==> config.mk <==
export PLATFORM = sky130hd
export DESIGN_NAME = fp32_norm_pack_flat
export DESIGN_NICKNAME = d
export VERILOG_FILES = /design/src/rtl/fp32_norm_pack_if.sv /design/src/rtl/fp32_norm_pack.sv /design/src/flat_wrapper.sv
export SDC_FILE = /design/constraint.sdc
export NUM_CORES = 1
export LEC_CHECK = 0
export CORE_UTILIZATION = 51
export CTS_CLUSTER_SIZE = 30
export DETAILED_ROUTE_END_ITERATION = 10
export GPL_TIMING_DRIVEN = 0
export PLACE_DENSITY = 0.81
export SYNTH_ARGS = -nofsm -noshare
export SYNTH_HDL_FRONTEND = slang
export SYNTH_SLANG_ARGS = --single-unit
==> constraint.sdc <==
create_clock -name clk -period 3.69 [get_ports clk]
set_clock_uncertainty 0.05 [all_clocks]
set_input_delay 0.369 -clock clk [delete_from_list [all_inputs] [get_ports clk]]
set_output_delay 0.369 -clock clk [all_outputs]
set_load 0.02 [all_outputs]
==> src/rtl/fp32_norm_pack_if.sv <==
// Handshake bundle between the FP datapath, the fp32_norm_pack stage and its consumer.
// The master side drives the unpacked result and accepts the packed word; the slave side is the stage.
interface fp32_norm_pack_if #(
   parameter int MANT_W = 48,
   parameter int EXP_W  = 10
);
   logic              in_valid;
   logic              in_ready;
   logic              in_sign;
   logic [EXP_W-1:0]  in_exp;
   logic [MANT_W-1:0] in_mant;
   logic              out_valid;
   logic              out_ready;
   logic [31:0]       out_data;
   logic              out_ovf;
   logic              out_udf;
   logic              out_inx;

   modport master (
      output in_valid, in_sign, in_exp, in_mant, out_ready,
      input  in_ready, out_valid, out_data, out_ovf, out_udf, out_inx
   );

   modport slave (
      input  in_valid, in_sign, in_exp, in_mant, out_ready,
      output in_ready, out_valid, out_data, out_ovf, out_udf, out_inx
   );
endinterface

==> src/rtl/fp32_norm_pack.sv <==
// Sequential normalize / round-to-nearest-even / pack stage for IEEE 754 single precision.
// Define FP_DENORM_EN for gradual underflow; the default build flushes tiny results to zero.
module fp32_norm_pack #(
   parameter int MANT_W = 48,
   parameter int EXP_W  = 10
) (
   input  logic                   clk,
   input  logic                   rst_n,
   fp32_norm_pack_if.slave        bus
);
   // Two spare exponent bits absorb up to MANT_W-2 left shifts below the input range.
   localparam int XW = EXP_W + 2;
   localparam logic signed [XW-1:0] EXP_ONE = XW'(1);
   localparam logic signed [XW-1:0] EXP_MAX = XW'(255);

   localparam logic [1:0] S_IDLE  = 2'd0;
   localparam logic [1:0] S_NORM  = 2'd1;
   localparam logic [1:0] S_ROUND = 2'd2;
   localparam logic [1:0] S_DONE  = 2'd3;

   logic [1:0]            r_state;
   logic                  r_sign;
   logic signed [XW-1:0]  r_exp;
   logic [MANT_W-1:0]     r_mant;
   logic                  r_sticky;
   logic                  r_in_ready;
   logic                  r_out_valid;
   logic [31:0]           r_out_data;
   logic                  r_ovf;
   logic                  r_udf;
   logic                  r_inx;

   logic                  w_shr;
   logic                  w_shl;
   logic [23:0]           w_sig;
   logic                  w_guard;
   logic                  w_st;
   logic                  w_inc;
   logic [24:0]           w_sum;
   logic [23:0]           w_sig_r;
   logic signed [XW-1:0]  w_exp_r;
   logic                  w_inx_raw;
   logic [31:0]           w_data;
   logic                  w_ovf;
   logic                  w_udf;
   logic                  w_inx;

   // Normalize decision: one right or left shift per cycle, or done.
   always_comb begin
      w_shr = 1'b0;
      w_shl = 1'b0;
      if (r_mant == '0) begin
         w_shr = 1'b0;
      end else if (r_mant[MANT_W-1]) begin
         w_shr = 1'b1;
`ifdef FP_DENORM_EN
      end else if (r_exp < EXP_ONE) begin
         w_shr = 1'b1;
      end else if (!r_mant[MANT_W-2] && (r_exp > EXP_ONE)) begin
         w_shl = 1'b1;
`else
      end else if (!r_mant[MANT_W-2]) begin
         w_shl = 1'b1;
`endif
      end else begin
         w_shl = 1'b0;
      end
   end

   // Round to nearest even on the 24-bit significand below the upper integer bit.
   always_comb begin
      w_sig     = r_mant[MANT_W-2 -: 24];
      w_guard   = r_mant[MANT_W-26];
      w_st      = r_sticky | (|r_mant[MANT_W-27:0]);
      w_inc     = w_guard & (w_st | w_sig[0]);
      w_sum     = {1'b0, w_sig} + {24'd0, w_inc};
      w_inx_raw = w_guard | w_st;
      if (w_sum[24]) begin
         w_sig_r = w_sum[24:1];
         w_exp_r = r_exp + EXP_ONE;
      end else begin
         w_sig_r = w_sum[23:0];
         w_exp_r = r_exp;
      end
   end

   // Pack the rounded value and derive the exception flags.
   always_comb begin
      w_data = 32'h0000_0000;
      w_ovf  = 1'b0;
      w_udf  = 1'b0;
      w_inx  = w_inx_raw;
      if (w_sig_r == 24'd0) begin
         w_data = {r_sign, 31'h0000_0000};
`ifdef FP_DENORM_EN
         w_udf  = (~w_sig[23]) & w_inx_raw;
`endif
      end else if (w_exp_r >= EXP_MAX) begin
         w_data = {r_sign, 8'hFF, 23'h00_0000};
         w_ovf  = 1'b1;
         w_inx  = 1'b1;
`ifdef FP_DENORM_EN
      end else begin
         w_data = {r_sign, (w_sig_r[23] ? w_exp_r[7:0] : 8'h00), w_sig_r[22:0]};
         w_udf  = (~w_sig[23]) & w_inx_raw;
      end
`else
      end else if (w_exp_r < EXP_ONE) begin
         w_data = {r_sign, 31'h0000_0000};
         w_udf  = 1'b1;
         w_inx  = 1'b1;
      end else begin
         w_data = {r_sign, w_exp_r[7:0], w_sig_r[22:0]};
      end
`endif
   end

   // Control FSM and datapath registers.
   always_ff @(posedge clk or negedge rst_n) begin
      if (!rst_n) begin
         r_state     <= S_IDLE;
         r_sign      <= 1'b0;
         r_exp       <= '0;
         r_mant      <= '0;
         r_sticky    <= 1'b0;
         r_in_ready  <= 1'b1;
         r_out_valid <= 1'b0;
         r_out_data  <= 32'h0000_0000;
         r_ovf       <= 1'b0;
         r_udf       <= 1'b0;
         r_inx       <= 1'b0;
      end else begin
         case (r_state)
            S_IDLE: begin
               if (bus.in_valid) begin
                  r_sign     <= bus.in_sign;
                  r_exp      <= {{2{bus.in_exp[EXP_W-1]}}, bus.in_exp};
                  r_mant     <= bus.in_mant;
                  r_sticky   <= 1'b0;
                  r_in_ready <= 1'b0;
                  r_state    <= S_NORM;
               end
            end
            S_NORM: begin
               if (w_shr) begin
                  r_mant   <= r_mant >> 1;
                  r_sticky <= r_sticky | r_mant[0];
                  r_exp    <= r_exp + EXP_ONE;
               end else if (w_shl) begin
                  r_mant <= r_mant << 1;
                  r_exp  <= r_exp - EXP_ONE;
               end else begin
                  r_state <= S_ROUND;
               end
            end
            S_ROUND: begin
               r_out_data  <= w_data;
               r_ovf       <= w_ovf;
               r_udf       <= w_udf;
               r_inx       <= w_inx;
               r_out_valid <= 1'b1;
               r_state     <= S_DONE;
            end
            S_DONE: begin
               if (bus.out_ready) begin
                  r_out_valid <= 1'b0;
                  r_in_ready  <= 1'b1;
                  r_state     <= S_IDLE;
               end
            end
            default: begin
               r_out_valid <= 1'b0;
               r_in_ready  <= 1'b1;
               r_state     <= S_IDLE;
            end
         endcase
      end
   end

   assign bus.in_ready  = r_in_ready;
   assign bus.out_valid = r_out_valid;
   assign bus.out_data  = r_out_data;
   assign bus.out_ovf   = r_ovf;
   assign bus.out_udf   = r_udf;
   assign bus.out_inx   = r_inx;
endmodule
==> src/flat_wrapper.sv <==
// flat-port wrapper written by rule: the top's interface ports become plain ports
module fp32_norm_pack_flat 
#(
   parameter int MANT_W = 48,
   parameter int EXP_W  = 10
)
  (clk, rst_n, bus_in_valid, bus_in_sign, bus_in_exp, bus_in_mant, bus_out_ready, bus_in_ready, bus_out_valid, bus_out_data, bus_out_ovf, bus_out_udf, bus_out_inx);
  fp32_norm_pack_if #(.MANT_W(MANT_W), .EXP_W(EXP_W)) bus_i ();
  input  logic clk;
  input  logic rst_n;
  input wire logic [$bits(bus_i.in_valid)-1:0] bus_in_valid;
  input wire logic [$bits(bus_i.in_sign)-1:0] bus_in_sign;
  input wire logic [$bits(bus_i.in_exp)-1:0] bus_in_exp;
  input wire logic [$bits(bus_i.in_mant)-1:0] bus_in_mant;
  input wire logic [$bits(bus_i.out_ready)-1:0] bus_out_ready;
  output wire logic [$bits(bus_i.in_ready)-1:0] bus_in_ready;
  output wire logic [$bits(bus_i.out_valid)-1:0] bus_out_valid;
  output wire logic [$bits(bus_i.out_data)-1:0] bus_out_data;
  output wire logic [$bits(bus_i.out_ovf)-1:0] bus_out_ovf;
  output wire logic [$bits(bus_i.out_udf)-1:0] bus_out_udf;
  output wire logic [$bits(bus_i.out_inx)-1:0] bus_out_inx;
  assign bus_i.in_valid = bus_in_valid;
  assign bus_i.in_sign = bus_in_sign;
  assign bus_i.in_exp = bus_in_exp;
  assign bus_i.in_mant = bus_in_mant;
  assign bus_i.out_ready = bus_out_ready;
  assign bus_in_ready = bus_i.in_ready;
  assign bus_out_valid = bus_i.out_valid;
  assign bus_out_data = bus_i.out_data;
  assign bus_out_ovf = bus_i.out_ovf;
  assign bus_out_udf = bus_i.out_udf;
  assign bus_out_inx = bus_i.out_inx;
  fp32_norm_pack #(.MANT_W(MANT_W), .EXP_W(EXP_W)) u_core (.clk(clk), .rst_n(rst_n), .bus(bus_i));
endmodule
==> metrics list <==
- Setup repair after global routing left no endpoint under its margin.
* Area share of xor/xnor cells in the synthesized design: 3.94%
- The largest total area in the synthesized netlist belongs to dfrtp_1.
- Clock latency on the worst-skew pair, taken at its later pin, is 0.36 ns.
- Cell internal power dissipation: 3.78 mW
* Worst slew margin: 31.9%
- In this run the horizontal extent of the chip is 118 um.
- The synthesized design devotes to its leading area cell type 36.3% of total area.
- Count leader, synth: dfrtp_1
- At the end of the flow, the number of nets in the layout was 1008.
- Once detail routing completed, the nets flagged for antenna violations numbered 0.
* Total negative slack for setup checks: 0 ns
* Effective utilization at floorplan: 52.1%
- The design draws 7.23 mW.
- The routed design could run at a clock period as short as 3.52 ns.
* Maximum number of pins on one net before global-route repair: 65
- Root cell of the clock tree: clkbuf_16
* Mapped Nets: 893
* DRC: 0
* Combinational fraction of design power: 59.5%
- The commonest cells after synthesis are dfrtp_1, nand2_1, nor2_1.
* Post-synthesis instance area: 6900 sq um
- Complex-gate fraction of the synthesized area: 20.5%
* Vias in the first global route: 6075
- The run finished with clean final reports.
- At the pin with the least slew margin, the transition time is 1.01 ns.
* Count of final max-slew check failures: 0
* Reg power frac: 27.0%
* Net switching component of the power: 3.46 mW
- Aggregate global-route resource usage: 27.8%
* Category of the most critical setup path: reg2reg
- Clock-pin slew was measured on the worst setup and hold paths at 0.07 ns.
* Total inserted antenna cells: 0
* Clock network power share: 13.6%
* Y dimension of the die: 118 um
- Total power density per cell area: 854 nW/um^2
- 100 I/O pins were placed.
- Cells with a size suffix above 1 make up 9.12% of the layout.
- Dividing the detail-routed wire length by the instance count gives 16.7 um.
* Total wire length after detailed routing: 18.6 mm
- Data arrival time of the critical path: 3.72 ns
* Peak ir drop on the vdd network: 402 uV
- Number of buffers inserted during clock tree synthesis: 9
- The wire-length estimate of the detail-placed layout is 13.7 mm.
* Placed Cells: 1099
- Port-buffer cells: 99
* Synthesized-area fraction occupied by adder cells: 1.27%
- The floorplan step defined a die boundary enclosing 14000 sq um.
- Reported max-cap violation count: 0
* Mean cell area of the mapped netlist: 8.38 sq um
- DR iter-0 viols: 711
- Derived from the worst setup path, the maximum achievable clock frequency is 0.284 GHz.
* First-pass GRT wire length: 31.1 mm
* Critical path startpoint category: flop
* Share of synthesized area occupied by flip-flops and latches: 36.7%
* Worst Hold Class: reg2reg
- Mux share of post-synthesis cell area: 7.94%
- After synthesis, the largest family of logic cells by area is simple AND/OR/NAND/NOR gates.
- Placer Congestion: 0.949
- Synth warnings: 0
- Proportion of total power due to net switching: 47.8%
- Number of synthesized flops with an enable pin: 0
* Sinks on the clock net: 101
* P&R area growth vs syn: 22.8%
- Number of failing hold endpoints at the final stage: 0
- Via total after detailed routing: 6561
- Summing the areas of all and, or, nand and nor instances in the mapped netlist gives 23.4% of the synthesized area.
- The worst setup path is captured at a flop.
- By area the synthesized netlist is led by dfrtp_1, mux2i_1, a21oi_1.
- Counting every instance in the synthesized netlist gives 823.
* Flip-flop and latch count after synthesis: 101
- Maximum level of the CTS H-tree: 3
- CP required: 3.89 ns
- Top FF cell, synth: dfrtp_1
* Non-filler instance count after layout: 1119
- Sum of overflow across all layers after global routing: 0
- The number of different library cells used by synthesis comes to 71.
* First-pass iteration count of the detailed router: 5
* Core region area: 13200 sq um
- Setup slack on the critical path of the routed design comes to 0.171 ns.
* Standard-cell rows: 42
* Worst slack, placed: 0.256 ns
- Via density per instance: 5.86
- The longest clock path from root to sink contains 2 buffers.
* Final worst path period share: 95.4%
- Antenna violations before repair: 0
- Counting flops with an async set or reset pin after synthesis yields a share of 100%.
- In this run the worst path has a maximum fanout of 10.
* Setup Viol. Count Final: 0
- Leakage power summed over all cells: 3.35 nW
- Clock tree from TritonCTS: yes
==> registers in the layout, indices dropped and copies added, names as in the netlist <==
register	count
u_core.r_sign	1
u_core.bus.out_ovf	1
u_core.r_mant	48
u_core.bus.out_inx	1
u_core.bus.in_ready	1
u_core.bus.out_valid	1
u_core.r_state	2
u_core.r_sticky	1
u_core.r_exp	12
u_core.bus.out_udf	1
u_core.bus.out_data	32
==> kinds of logic (layout without fill, tap and decap cells) <==
logic type	count (synthesis)	in the layout
mux	54	54
buf+inv	98	218
xor+xnor	31	31
fa+ha+maj	7	7
compound gates	225	225
flops	101	101
simple gates	307	307
==> power by group through the flow <==
stage	clock network [mW]	registers [mW]	logic, mW
6_report	0.981	1.95	4.30
5_1_grt	1.03	2.01	4.75
4_1_cts	0.993	1.94	4.26
3_5_place_dp	0	1.96	4.24
3_3_place_gp	0	1.94	4.16
2_1_floorplan	0	2.01	2.96
==> area by class of cell <==
class	count	area, sq um
well taps	176	220
clock inverters	3	45.0
multi-input cells	624	3940
flip-flops and latches	101	2530
fillers	1192	4770
inverters	24	90.1
repair buffers	104	1050
clock buffers	13	260
plain buffers	74	345
==> cells in the final DEF, fill, tap and decap left out, types with 10 or more instances in the layout <==
master	netlist	routed
nand3_1	29	29
mux2i_1	48	48
clkbuf_1	39	41
nor3_1	18	18
xnor2_1	21	21
nand2_1	90	90
o2bb2ai_1	14	14
buf_1	10	10
nor2_1	88	88
buf_2	15	15
buf_4	8	12
o21ai_0	75	75
a21oi_1	77	77
nor4_1	15	15
clkdlybuf4s50_1	0	98
o22ai_1	10	10
xor2_1	10	10
dfrtp_1	100	100
inv_1	23	23
==> path summary, 6_finish.rpt <==
path                                        start                      to  slack, ns  cells after the start
setup / recovery                u_core.r_mant[22]  u_core.bus.out_data[8]       0.17                     13
hold / removal             u_core.bus.out_data[4]  u_core.bus.out_data[4]       0.44                      1
setup reg to reg                u_core.r_mant[22]  u_core.bus.out_data[8]       0.17                     13
hold reg to reg            u_core.bus.out_data[4]  u_core.bus.out_data[4]       0.44                      1
max in group asynchronous                   rst_n     u_core.bus.in_ready       2.38                      3
min in group asynchronous                   rst_n  u_core.bus.out_data[5]       0.47                      2
==> worst max-delay path: stages, from the launching register on <==
cell,delay (ns)
dfrtp_1,0.32
buf_2,0.20
and2_1,0.15
ha_1,0.29
nand4_2,0.25
or4_1,0.51
buf_2,0.18
nor2_2,0.31
a31oi_1,0.18
nor4_2,0.36
nor2_2,0.13
nand4_4,0.20
buf_8,0.18
o2bb2ai_2,0.08
==> repair_timing <==
action / 4_1_cts / 5_1_grt
setup buffers: 0 / 3
resized for setup: 0 / 0
setup endpoints to repair: 0 / 5
hold buffers: 1 / 0
endpoints found under the hold margin: 37 / 0
==> layer usage <==
metal / vias up / part of all wire [%] / track usage [%]
li1: 3182 / - / -
met1: 3094 / 46 / 39.5
met2: 248 / 45 / 42.5
met3: 37 / 6.0 / 3.91
met4: 0 / 2.7 / 11.8
met5: - / 0 / 0
==> through the flow <==
step | hold WS (ns) | util [%] | cell area [sq um]
floorplan | 0.0234 | - | 6900
global placement | 0.425 | 61.2 | 8110
detailed placement | 0.323 | 61.4 | 8140
CTS | 0.443 | 63.8 | 8450
global route | 0.457 | 64.0 | 8470
finish | 0.442 | 64.0 | 8470
(Power assumes the default switching activity.)
